--- config.mk ---
export PLATFORM = sky130hd
export DESIGN_NAME = logic_pipe
export DESIGN_NICKNAME = d
export VERILOG_FILES = /design/src/rtl/logic_pipe_pkg.sv /design/src/rtl/logic_pipe_slice.sv /design/src/rtl/logic_pipe.sv
export SDC_FILE = /design/constraint.sdc
export NUM_CORES = 1
export LEC_CHECK = 0
export CAP_MARGIN = 20
export CELL_PAD_IN_SITES_DETAIL_PLACEMENT = 1
export CELL_PAD_IN_SITES_GLOBAL_PLACEMENT = 2
export CORE_MARGIN = 2
export CORE_UTILIZATION = 35
export CTS_BUF_LIST = sky130_fd_sc_hd__clkbuf_4 sky130_fd_sc_hd__clkbuf_8
export DETAILED_ROUTE_END_ITERATION = 10
export PLACE_DENSITY_LB_ADDON = 0.12
export SLEW_MARGIN = 25
export SYNTH_ARGS = -nofsm -noshare
export SYNTH_HDL_FRONTEND = slang
export SYNTH_SLANG_ARGS = --single-unit
--- constraint.sdc ---
create_clock -name clk -period 4.85 [get_ports clk]
set_clock_uncertainty 0.05 [all_clocks]
set_input_delay 0.7275 -clock clk [delete_from_list [all_inputs] [get_ports clk]]
set_output_delay 0.7275 -clock clk [all_outputs]
set_load 0.03 [all_outputs]
--- src/rtl/logic_pipe_pkg.sv ---
// Shared definitions for logic_pipe: operation encodings and default widths.
package logic_pipe_pkg;

  localparam logic [1:0] OP_NOR = 2'b00;
  localparam logic [1:0] OP_OR  = 2'b01;
  localparam logic [1:0] OP_AND = 2'b10;
  localparam logic [1:0] OP_XOR = 2'b11;

  localparam int DEF_WIDTH = 8;
  localparam int DEF_CNT_W = 16;

endpackage

--- src/rtl/logic_pipe_slice.sv ---
// Single valid/ready register slice: accepts when empty or when its content is leaving this cycle.
module logic_pipe_slice #(
  parameter int W = 8
) (
  input  logic         clk,
  input  logic         rst,
  input  logic         in_valid,
  output logic         in_ready,
  input  logic [W-1:0] in_data,
  output logic         out_valid,
  input  logic         out_ready,
  output logic [W-1:0] out_data
);

  logic         vld_q;
  logic [W-1:0] data_q;

  assign in_ready  = ~vld_q | out_ready;
  assign out_valid = vld_q;
  assign out_data  = data_q;

  always_ff @(posedge clk or posedge rst) begin
    if (rst) begin
      vld_q  <= 1'b0;
      data_q <= '0;
    end else begin
      if (in_ready) vld_q <= in_valid;
      if (in_valid && in_ready) data_q <= in_data;
    end
  end

endmodule

--- src/rtl/logic_pipe.sv ---
// logic_pipe: two-stage pipelined bitwise NOR/OR/AND/XOR with valid/ready and a consumed-result counter.
// Defining LOGIC_PIPE_PARITY_EN adds result_par, the registered XOR-reduction of result.
module logic_pipe
  import logic_pipe_pkg::*;
#(
  parameter int WIDTH = DEF_WIDTH,
  parameter int CNT_W = DEF_CNT_W
) (
  input  logic             clk,
  input  logic             rst,
  input  logic [WIDTH-1:0] a,
  input  logic [WIDTH-1:0] b,
  input  logic [1:0]       op,
  input  logic             in_valid,
  output logic             in_ready,
  output logic [WIDTH-1:0] result,
  output logic             out_valid,
  input  logic             out_ready,
  output logic [CNT_W-1:0] done_cnt
`ifdef LOGIC_PIPE_PARITY_EN
  ,
  output logic             result_par
`endif
);

  localparam int S1_W = 2 * WIDTH + 2;
`ifdef LOGIC_PIPE_PARITY_EN
  localparam int S2_W = WIDTH + 1;
`else
  localparam int S2_W = WIDTH;
`endif

  // Per-bit operation rebuilt from the inverted-A term captured in stage 1.
  function automatic logic op_bit(input logic tmp, input logic b_bit, input logic [1:0] sel);
    reg bit_p2;
    case (sel)
      OP_NOR:  bit_p2 = ~(~tmp | b_bit);
      OP_OR:   bit_p2 = ~tmp | b_bit;
      OP_AND:  bit_p2 = ~tmp & b_bit;
      default: bit_p2 = ~tmp ^ b_bit;
    endcase
    return bit_p2;
  endfunction

  logic [WIDTH-1:0] tmp_p0;
  logic [S1_W-1:0]  din_p0;
  logic             rdy_p1, vld_p1;
  logic [S1_W-1:0]  data_p1;
  logic [WIDTH-1:0] tmp_p1, b_p1, res_p1;
  logic [1:0]       op_p1;
  logic [S2_W-1:0]  din_p1;
  logic             rdy_p2, vld_p2;
  logic [S2_W-1:0]  data_p2;

  // Stage 0 -> 1: capture ~a, b and op
  assign tmp_p0   = ~a;
  assign din_p0   = {tmp_p0, b, op};
  // Reset forces in_ready low so the producer never sees a false acceptance.
  assign in_ready = rdy_p1 & ~rst;

  logic_pipe_slice #(.W(S1_W)) u_stage1 (
    .clk       (clk),
    .rst       (rst),
    .in_valid  (in_valid),
    .in_ready  (rdy_p1),
    .in_data   (din_p0),
    .out_valid (vld_p1),
    .out_ready (rdy_p2),
    .out_data  (data_p1)
  );

  // Stage 1 -> 2: apply the operation and register the result
  assign {tmp_p1, b_p1, op_p1} = data_p1;

  always_comb begin
    res_p1 = '0;
    for (int i = 0; i < WIDTH; i++) begin
      res_p1[i] = op_bit(tmp_p1[i], b_p1[i], op_p1);
    end
  end

`ifdef LOGIC_PIPE_PARITY_EN
  assign din_p1 = {^res_p1, res_p1};
`else
  assign din_p1 = res_p1;
`endif

  logic_pipe_slice #(.W(S2_W)) u_stage2 (
    .clk       (clk),
    .rst       (rst),
    .in_valid  (vld_p1),
    .in_ready  (rdy_p2),
    .in_data   (din_p1),
    .out_valid (vld_p2),
    .out_ready (out_ready),
    .out_data  (data_p2)
  );

  // Stage 2 -> output
  assign out_valid = vld_p2;
  assign result    = data_p2[WIDTH-1:0];
`ifdef LOGIC_PIPE_PARITY_EN
  assign result_par = data_p2[WIDTH];
`endif

  always_ff @(posedge clk or posedge rst) begin
    if (rst) begin
      done_cnt <= '0;
    end else if (vld_p2 && out_ready) begin
      done_cnt <= done_cnt + 1'b1;
    end
  end

endmodule
# Word-level counts from Yosys, hierarchy flattened

Cells that the tools add are included.

Output and inout port bits: 26
Word-level logic and storage cells: 67
Bits of input ports: 22
Bits in registers: 44

Reductions and logical operators: 4
Muxes and demuxes: 8
Add/sub/neg operators: 1
Bitwise operators: 47
Equality and inequality tests: 2

Operators by type and width:

| operator                                      | number |
|---|---|
| one-hot mux 1 bit (3 select lines)            | 8 |
| NOT 1 bit                                     | 19 |
| adder 16 x 1 -> 16 bit, second input constant | 1 |
| OR 1 bit                                      | 10 |
| bitwise AND 1 bit                             | 9 |
| NOT 8 bit                                     | 1 |
| XOR 1 bit                                     | 8 |
| logical AND 1 bit                             | 3 |
| == test 2 x 1 -> 1 bit, second input constant | 1 |
| == test 2 bit, second input constant          | 1 |
| logical NOT 2 bit                             | 1 |

# Longest topological paths before layout

Gate-level depths: netlist of run 1.

Depth after elaboration: 4
Depth in mapped cells: 7
Mapped depth without buffers: 6

# Cells and area by module

From an unflattened synthesis of run 1, not the netlist that was laid out.

Cells, all modules: 209
Area total of the unflattened synthesis: 2,418.6 um^2

By module, submodules not included:

| module                       | seq. area each (um^2) | area each (um^2) | cells an instance | instances |
|---|---|---|---|---|
| logic_pipe                   | 400.4                 | 1,267.5          | 146               | 1 |
| logic_pipe_slice at u_stage1 | 475.5                 | 762.0            | 42                | 1 |
| logic_pipe_slice at u_stage2 | 225.2                 | 389.1            | 21                | 1 |

# Least setup slack after synthesis of run 1

OpenSTA, ideal clock, no wires.

Path type: input -> output
From: in rst
To: out in_ready
Arrival time: 2.087 ns
Data required time: 4.073 ns
Path slack: 1.985 ns
Stages: 2
Buffers on the path: 0
Cells stage by stage: inv_1 > and2_1

Longest elaborated chain between the ends: 2

RTL lines:

| what              | line             | source |
|---|---|---|
| start, declared   | logic_pipe.sv:10 | `input logic rst,` |
| NOT 1 bit         | logic_pipe.sv:59 | `assign in_ready = rdy_p1 & ~rst;` |
| bitwise AND 1 bit | logic_pipe.sv:59 |  |
| end, declared     | logic_pipe.sv:15 | `output logic in_ready,` |

Every way passes these cells.

# Final worst setup path of run 1

From: in out_ready
To: out in_ready

Longest elaborated chain between the ends: 3

RTL lines:

| what                   | line                   | source |
|---|---|---|
| start, declared        | logic_pipe.sv:18       | `input logic out_ready,` |
| OR 1 bit (2 in series) | logic_pipe_slice.sv:18 | `assign in_ready = ~vld_q \| out_ready;` |
| bitwise AND 1 bit      | logic_pipe.sv:59       |  |

Every way passes these cells.

==> summary.md, run 1 <==
| Metric | Value |
|---|---|
| Final period util | `0.612` |
| Area Overhead vs Synth | `28.9%` |
| Vias in the first global route | `1681` |
| CTS tree | `yes` |
| Nets | `306` |
| Post-synthesis async set-or-reset flop share | `1.00` |
| Fill cells | `705` |
| Worst-Margin Slew | `0.784 ns` |
| Starting Density | `0.356` |
| Crit Path Category | `in2out` |
| Met3 Wirelength | `143 um` |
| 1st-iter DRT viols | `36` |
| Sequential cell area | `0.00110 mm2` |
| Util after Layout | `0.459` |
| IO Port Bufs | `47` |
| Post-Syn Instances | `222` |
| DRT Wirelength | `4390 um` |
| Synthesized area | `0.00222 mm2` |
| Syn. warnings | `0` |
| Clock transition at the registers of the reported paths | `0.08 ns` |
| Worst path required time | `4.07 ns` |
| Fmax | `337 MHz` |
| Clock period minus worst slack | `2.97 ns` |
| Total die area | `0.00699 mm2` |
| CTS Sinks | `44` |
| Resize count post-CTS | `0` |
| CTS Root Cell | `clkbuf_8` |
| Element type at the critical path end | `output port` |
| Routed length on met2 | `1950 um` |
| Crit path arrival time | `2.19 ns` |
| Status | `complete, no violations` |
| Register area share after synthesis | `0.496` |
| Max-slew violation count | `0` |
| Pwr/cell area | `401 mW/mm2` |
| Die W | `83.6 um` |
| Placer congestion estimate | `0.721` |
| Main flop type after synthesis | `dfrtp_1` |
| Met1 Wirelength | `2270 um` |
| Core area | `0.00624 mm2` |
| Max-cap viol count | `0` |
| Leak | `1.31 nW` |
| Ports | `48` |
| Die height | `83.6 um` |
| Unrepaired setup endpoints after global routing | `false` |
| Max Fanout on Critical Path | `4` |
| Clk_lat worst skew | `0.29 ns` |
| Worst VDD drop | `0.000228 V` |
| Count of distinct cell types in the synthesized netlist | `30` |
| Synth top area share | `0.496` |
| Detailed Routing Iterations Pass 1 | `4` |
| Layout cells sized above 1 | `0.0970` |
| Post-route DRC | `0` |
| Mean routed wirelength per cell | `12.7 um` |
| Via Count | `1611` |
| Num CTS Buffers | `5` |
| Net count after synthesis | `261` |
| Via-to-Cell Ratio | `4.67` |
| EDFF count, synth | `0` |
| Post-DP HPWL | `3190 um` |
| Largest net degree at the start of global routing | `45` |
| First-pass GRT wire length | `7830 um` |
| Antenna violations before repair | `0` |
| Gr ovfl total | `0` |
| Post-synth top area cell | `dfrtp_1` |
| Hold buffer count at CTS | `0` |
| Uppermost layer routed | `met4` |
| Largest cells by area after synthesis | `dfrtp_1 50%, ha_1 9.6%, o21ai_0 5.4%, nand2_1 5.4%, mux2_2 5.1%` |
| Average cell area after synthesis | `10.0 um2` |
| Ant diodes | `0` |
| Postcts setup bufs | `0` |
| # setup viols final | `0` |
| GR Util All Layers | `0.136` |
| Hold Path Class | `reg2reg` |
| FF+latch count, synth | `44` |
| Setup TNS | `0 ns` |
| Antenna viol nets, final | `0` |
| Slew headroom | `0.477` |
| Clk buf depth | `2` |
| H-Tree Depth | `2` |
| Area of the multi-input gates | `0.00100 mm2` |
| Crit start category | `primary input` |
| Core Rows | `29` |
| Final Hold Vio Count | `0` |
flip-flops by register name, summed over array words and instances, names as in the netlist:
name,count
done_cnt,16
u_stage2.out_data,8
u_stage1.out_valid,1
u_stage2.out_valid,1
u_stage1.out_data,18
routing by layer:
layer	vias up	GRT usage
met2	29	0.209
met4	0	0.0396
met1	760	0.198
met5	-	0
met3	2	0.0227
li1	820	-
critical path, stage by stage:
cell	delay, ns
clkdlybuf4s50_1	0.52
nand3b_1	0.15
and2_1	0.13
clkdlybuf4s50_1	0.66
logic make-up (layout without fill, tap and decap cells):
family / count (synthesis) / in the layout / share of synthesized area
AO/OA/AOI/OAI: 40 / 40 / 0.0998
flip-flops: 44 / 44 / 0.496
AND/OR/NAND/NOR: 68 / 68 / 0.147
XOR/XNOR: 15 / 15 / 0.0592
buffers and inverters: 28 / 74 / 0.0519
multiplexers: 10 / 10 / 0.0507
adder cells (fa/ha/maj): 17 / 17 / 0.0958
power breakdown:
group | internal (mW) | total, mW | switching (mW) | leakage, nW
logic | 0.172 | 0.370 | 0.198 | 0.712
clock network | 0.159 | 0.279 | 0.121 | 0.0586
registers | 0.433 | 0.499 | 0.0667 | 0.542
total | 0.763 | 1.15 | 0.385 | 1.31
layout make-up:
class	instances	area share
tap	77	0.0337
timing repair buffer	49	0.170
clock inverter	2	0.0122
multi-input combinational	150	0.351
clock buffer	6	0.0267
sequential	44	0.385
inverter	17	0.0223
synthesized netlist by cell type (5+ instances only):
cell type,instances
nand2_1,32
nand3_1,5
xnor2_1,8
nor2_1,12
ha_1,17
xor2_1,7
a21oi_1,8
o21ai_0,24
mux2_2,10
dfrtp_1,44
inv_1,17
o211ai_1,7
clkbuf_1,7
through the flow:
step,total power [mW],std cells,hold slack (ns),area [um2],worst slack [ns]
finish,1.15,345,0.423,2860,1.88
global route,1.23,345,0.456,2860,1.80
CTS,1.17,345,0.429,2860,1.87
detailed placement,0.885,337,0.414,2750,1.88
global placement,0.877,337,0.407,2750,1.87
floorplan,0.731,222,0.407,2220,1.99
layout by cell type, fill, tap and decap left out, types with 2 or more instances in the layout:
| master | instances |
|---|---|
| inv_1 | 16 |
| o211ai_1 | 7 |
| nor2b_1 | 2 |
| and2_1 | 2 |
| nor2_1 | 12 |
| buf_4 | 2 |
| nand4_1 | 2 |
| xor2_1 | 7 |
| nor3_2 | 2 |
| dfrtp_1 | 44 |
| o21ai_0 | 24 |
| a21oi_1 | 8 |
| xnor2_1 | 8 |
| nand2_1 | 32 |
| nand2b_1 | 2 |
| clkbuf_8 | 5 |
| ha_1 | 17 |
| mux2_2 | 10 |
| nand3_1 | 5 |
| and3_1 | 2 |
| clkdlybuf4s50_1 | 47 |
final timing paths:
check / from / endpoint / slack, ns / depth (start not counted)
max: out_ready / in_ready / 1.88 / 4
min: done_cnt[15]$_DFFE_PP0P_ / done_cnt[15]$_DFFE_PP0P_ / 0.42 / 1
max reg2reg: u_stage2.out_valid$_DFFE_PP0P_ / u_stage1.out_data[0]$_DFFE_PP0P_ / 2.90 / 4
min reg2reg: done_cnt[15]$_DFFE_PP0P_ / done_cnt[15]$_DFFE_PP0P_ / 0.42 / 1
max in group asynchronous: rst / u_stage1.out_data[0]$_DFFE_PP0P_ / 3.50 / 3
min in group asynchronous: rst / u_stage2.out_data[4]$_DFFE_PP0P_ / 0.87 / 3
No activity file was read; power rests on OpenSTA's default activity.
==> run 2: changes to the inputs <==
- CORE_UTILIZATION: 35 -> 32
- clock period: 4.85 -> 2.9 ns (I/O delays scaled with it)
==> summary.md, run 2 (synthesized netlist as in run 1, its figures left out) <==
| Metric | Value |
|---|---|
| Final period util | `0.683` |
| Worst VDD drop | `0.000194 V (-15%)` |
| Cell Chain, Critical Path | `clkdlybuf4s50_1 > nand3b_1 > and2_1 > buf_4` |
| Clk_lat worst skew | `0.29 ns (about the same)` |
| Flop2flop setup slack | `1.08 ns (-1.82 ns)` |
| First-pass GRT wire length | `7710 um (-1.5%)` |
| Antenna viol nets, final | `0 (unchanged)` |
| Origin of the worst setup path | `out_ready` |
| IO Port Bufs | `47 (unchanged)` |
| Unrepaired setup endpoints after global routing | `false` |
| Core Rows | `30 (+3.4%)` |
| Crit Path Category | `in2out` |
| Ports | `48 (unchanged)` |
| Path depth of the worst reg2reg path | `3 (-1)` |
| Worst r2r src | `u_stage1.out_data[1]$_DFFE_PP0P_` |
| Vias in the first global route | `1611 (-4.2%)` |
| Layout cells sized above 1 | `0.104 (+0.00707)` |
| Crit start category | `primary input` |
| Most common cell after layout, fill and taps aside | `clkdlybuf4s50_1` |
| Core area | `0.00676 mm2 (+8.3%)` |
| Worst R2R End | `u_stage2.out_data[2]$_DFFE_PP0P_` |
| Nets | `307 (+0.33%)` |
| Worst path required time | `2.41 ns (-1.66 ns)` |
| Die W | `87.3 um (+4.4%)` |
| Crit path arrival time | `1.49 ns (-0.70 ns)` |
| Max-slew violation count | `0 (unchanged)` |
| Antenna violations before repair | `0 (unchanged)` |
| Status | `complete, no violations` |
| CTS tree | `yes` |
| Via Count | `1611 (unchanged)` |
| Max Fanout on Critical Path | `4 (unchanged)` |
| DRT Wirelength | `4490 um (+2.5%)` |
| # setup viols final | `0 (unchanged)` |
| Max reg flops | `18 (unchanged)` |
| Mean routed wirelength per cell | `12.9 um (+1.3%)` |
| Clk buf depth | `2 (unchanged)` |
| Element type at the critical path end | `output port` |
| Final instance area | `0.00286 mm2 (-0.17%)` |
| Pwr/cell area | `655 mW/mm2 (+63%)` |
| Crit path largest cell delay | `0.47 ns (-0.19 ns)` |
| Fmax | `505 MHz` |
| Worst-Margin Slew | `0.779 ns (-0.00545 ns)` |
| GR Util All Layers | `0.131 (-0.00513)` |
| Clk pwr share | `0.220 (-0.023)` |
| Ant diodes | `0 (unchanged)` |
| CTS Sinks | `44 (unchanged)` |
| Dpl cell area | `0.00276 mm2 (+0.32%)` |
| CTS Root Cell | `clkbuf_8` |
| Post-route DRC | `0 (unchanged)` |
| Clock transition at the registers of the reported paths | `0.08 ns (about the same)` |
| Die height | `87.3 um (+4.4%)` |
| Via-to-Cell Ratio | `4.62 (-1.1%)` |
| Placer congestion estimate | `0.691 (-4.1%)` |
| Net Sw Frac | `0.350 (+0.0146)` |
| Flop pwr share | `0.447 (+0.012)` |
| Tot Pwr | `1.87 mW (+63%)` |
| Postcts setup bufs | `0 (unchanged)` |
| Largest net degree at the start of global routing | `45 (unchanged)` |
| Hold Path Class | `reg2reg` |
| Area Overhead vs Synth | `28.7%` |
| Starting Density | `0.329 (-0.0271)` |
| Sw Pwr | `0.654 mW (+70%)` |
| Slew headroom | `0.481 (+0.00363)` |
| Resize count post-CTS | `0 (unchanged)` |
| WHS | `0.424 ns (+0.00178 ns)` |
| Setup TNS | `0 ns (unchanged)` |
| Logic pwr share | `0.333 (+0.011)` |
| End of the critical path | `in_ready` |
| Most frequent cells in the layout | `46 x clkdlybuf4s50_1, 44 x dfrtp_1, 32 x nand2_1` |
| Num CTS Buffers | `5 (unchanged)` |
| Post-DP HPWL | `3320 um (+3.9%)` |
| Worst path slowest cell | `clkdlybuf4s50_1` |
| Max-cap viol count | `0 (unchanged)` |
| Final Hold Vio Count | `0 (unchanged)` |
| Internal power | `1.22 mW (+59%)` |
| Clock period minus worst slack | `1.98 ns` |
| Fill cells | `773 (+9.6%)` |
| Detailed Routing Iterations Pass 1 | `4 (unchanged)` |
| 1st-iter DRT viols | `47 (+31%)` |
| Total die area | `0.00762 mm2 (+8.9%)` |
| Leak | `1.31 nW (-0.35%)` |
| H-Tree Depth | `2 (unchanged)` |
| Gr ovfl total | `0 (unchanged)` |
| Hold buffer count at CTS | `0 (unchanged)` |
run 2: cell types whose count changed in the layout (fill, tap and decap cells not counted):
cell,previous run,this run
clkbuf_8,5,6
bufinv_16,1,0
clkinvlp_4,0,1
buf_4,2,4
clkinv_2,1,0
clkdlybuf4s50_1,47,46
run 2: worst max-delay path, delay by kind of cell:
| kind | cells | cell delay, ns |
|---|---|---|
| AND/OR/NAND/NOR | 2 | 0.42 |
| buffers and inverters | 2 | 0.63 |
run 2: power groups by stage:
stage	sequential (mW)	combinational, mW	clock (mW)
2_1_floorplan	0.965	0.257	0
3_3_place_gp	0.848	0.626	0
3_5_place_dp	0.853	0.632	0
4_1_cts	0.841	0.633	0.435
5_1_grt	0.861	0.694	0.453
6_report	0.836	0.623	0.411
run 2: area by class of cell:
class / instances / area [um2] / area share
clock inverters: 1 / 7.51 / 0.00263
inverters: 17 / 63.8 / 0.0223
well taps: 80 / 100 / 0.0350
multi-input cells: 150 / 1000 / 0.351
clock buffers: 7 / 90.1 / 0.0315
repair buffers: 50 / 490 / 0.172
flip-flops and latches: 44 / 1100 / 0.385
run 2: worst min path at each step:
stage	from	end	slack, ns	depth (start not counted)
3_3_place_gp	done_cnt[15]$_DFFE_PP0P_	done_cnt[15]$_DFFE_PP0P_	0.41	1
2_1_floorplan	u_stage1.out_valid$_DFFE_PP0P_	u_stage2.out_valid$_DFFE_PP0P_	0.41	1
6_report	done_cnt[15]$_DFFE_PP0P_	done_cnt[15]$_DFFE_PP0P_	0.42	1
4_1_cts	done_cnt[15]$_DFFE_PP0P_	done_cnt[15]$_DFFE_PP0P_	0.43	1
3_5_place_dp	done_cnt[15]$_DFFE_PP0P_	done_cnt[15]$_DFFE_PP0P_	0.41	1
5_1_grt	done_cnt[15]$_DFFE_PP0P_	done_cnt[15]$_DFFE_PP0P_	0.45	1
run 2: metal layers:
layer | share of wire | GRT usage
met5 | 0 | 0
met4 | 0.0091 | 0.0420
met3 | 0.044 | 0.0341
met2 | 0.42 | 0.187
met1 | 0.52 | 0.193
run 2: metrics by stage:
step                       util  instances  worst slack [ns]
after floorplan               -        222             0.620
after global placement    0.408        341             0.676
after detailed placement  0.408        341             0.665
after CTS                 0.423        349             0.901
after global routing      0.423        349             0.849
final                     0.423        349             0.921
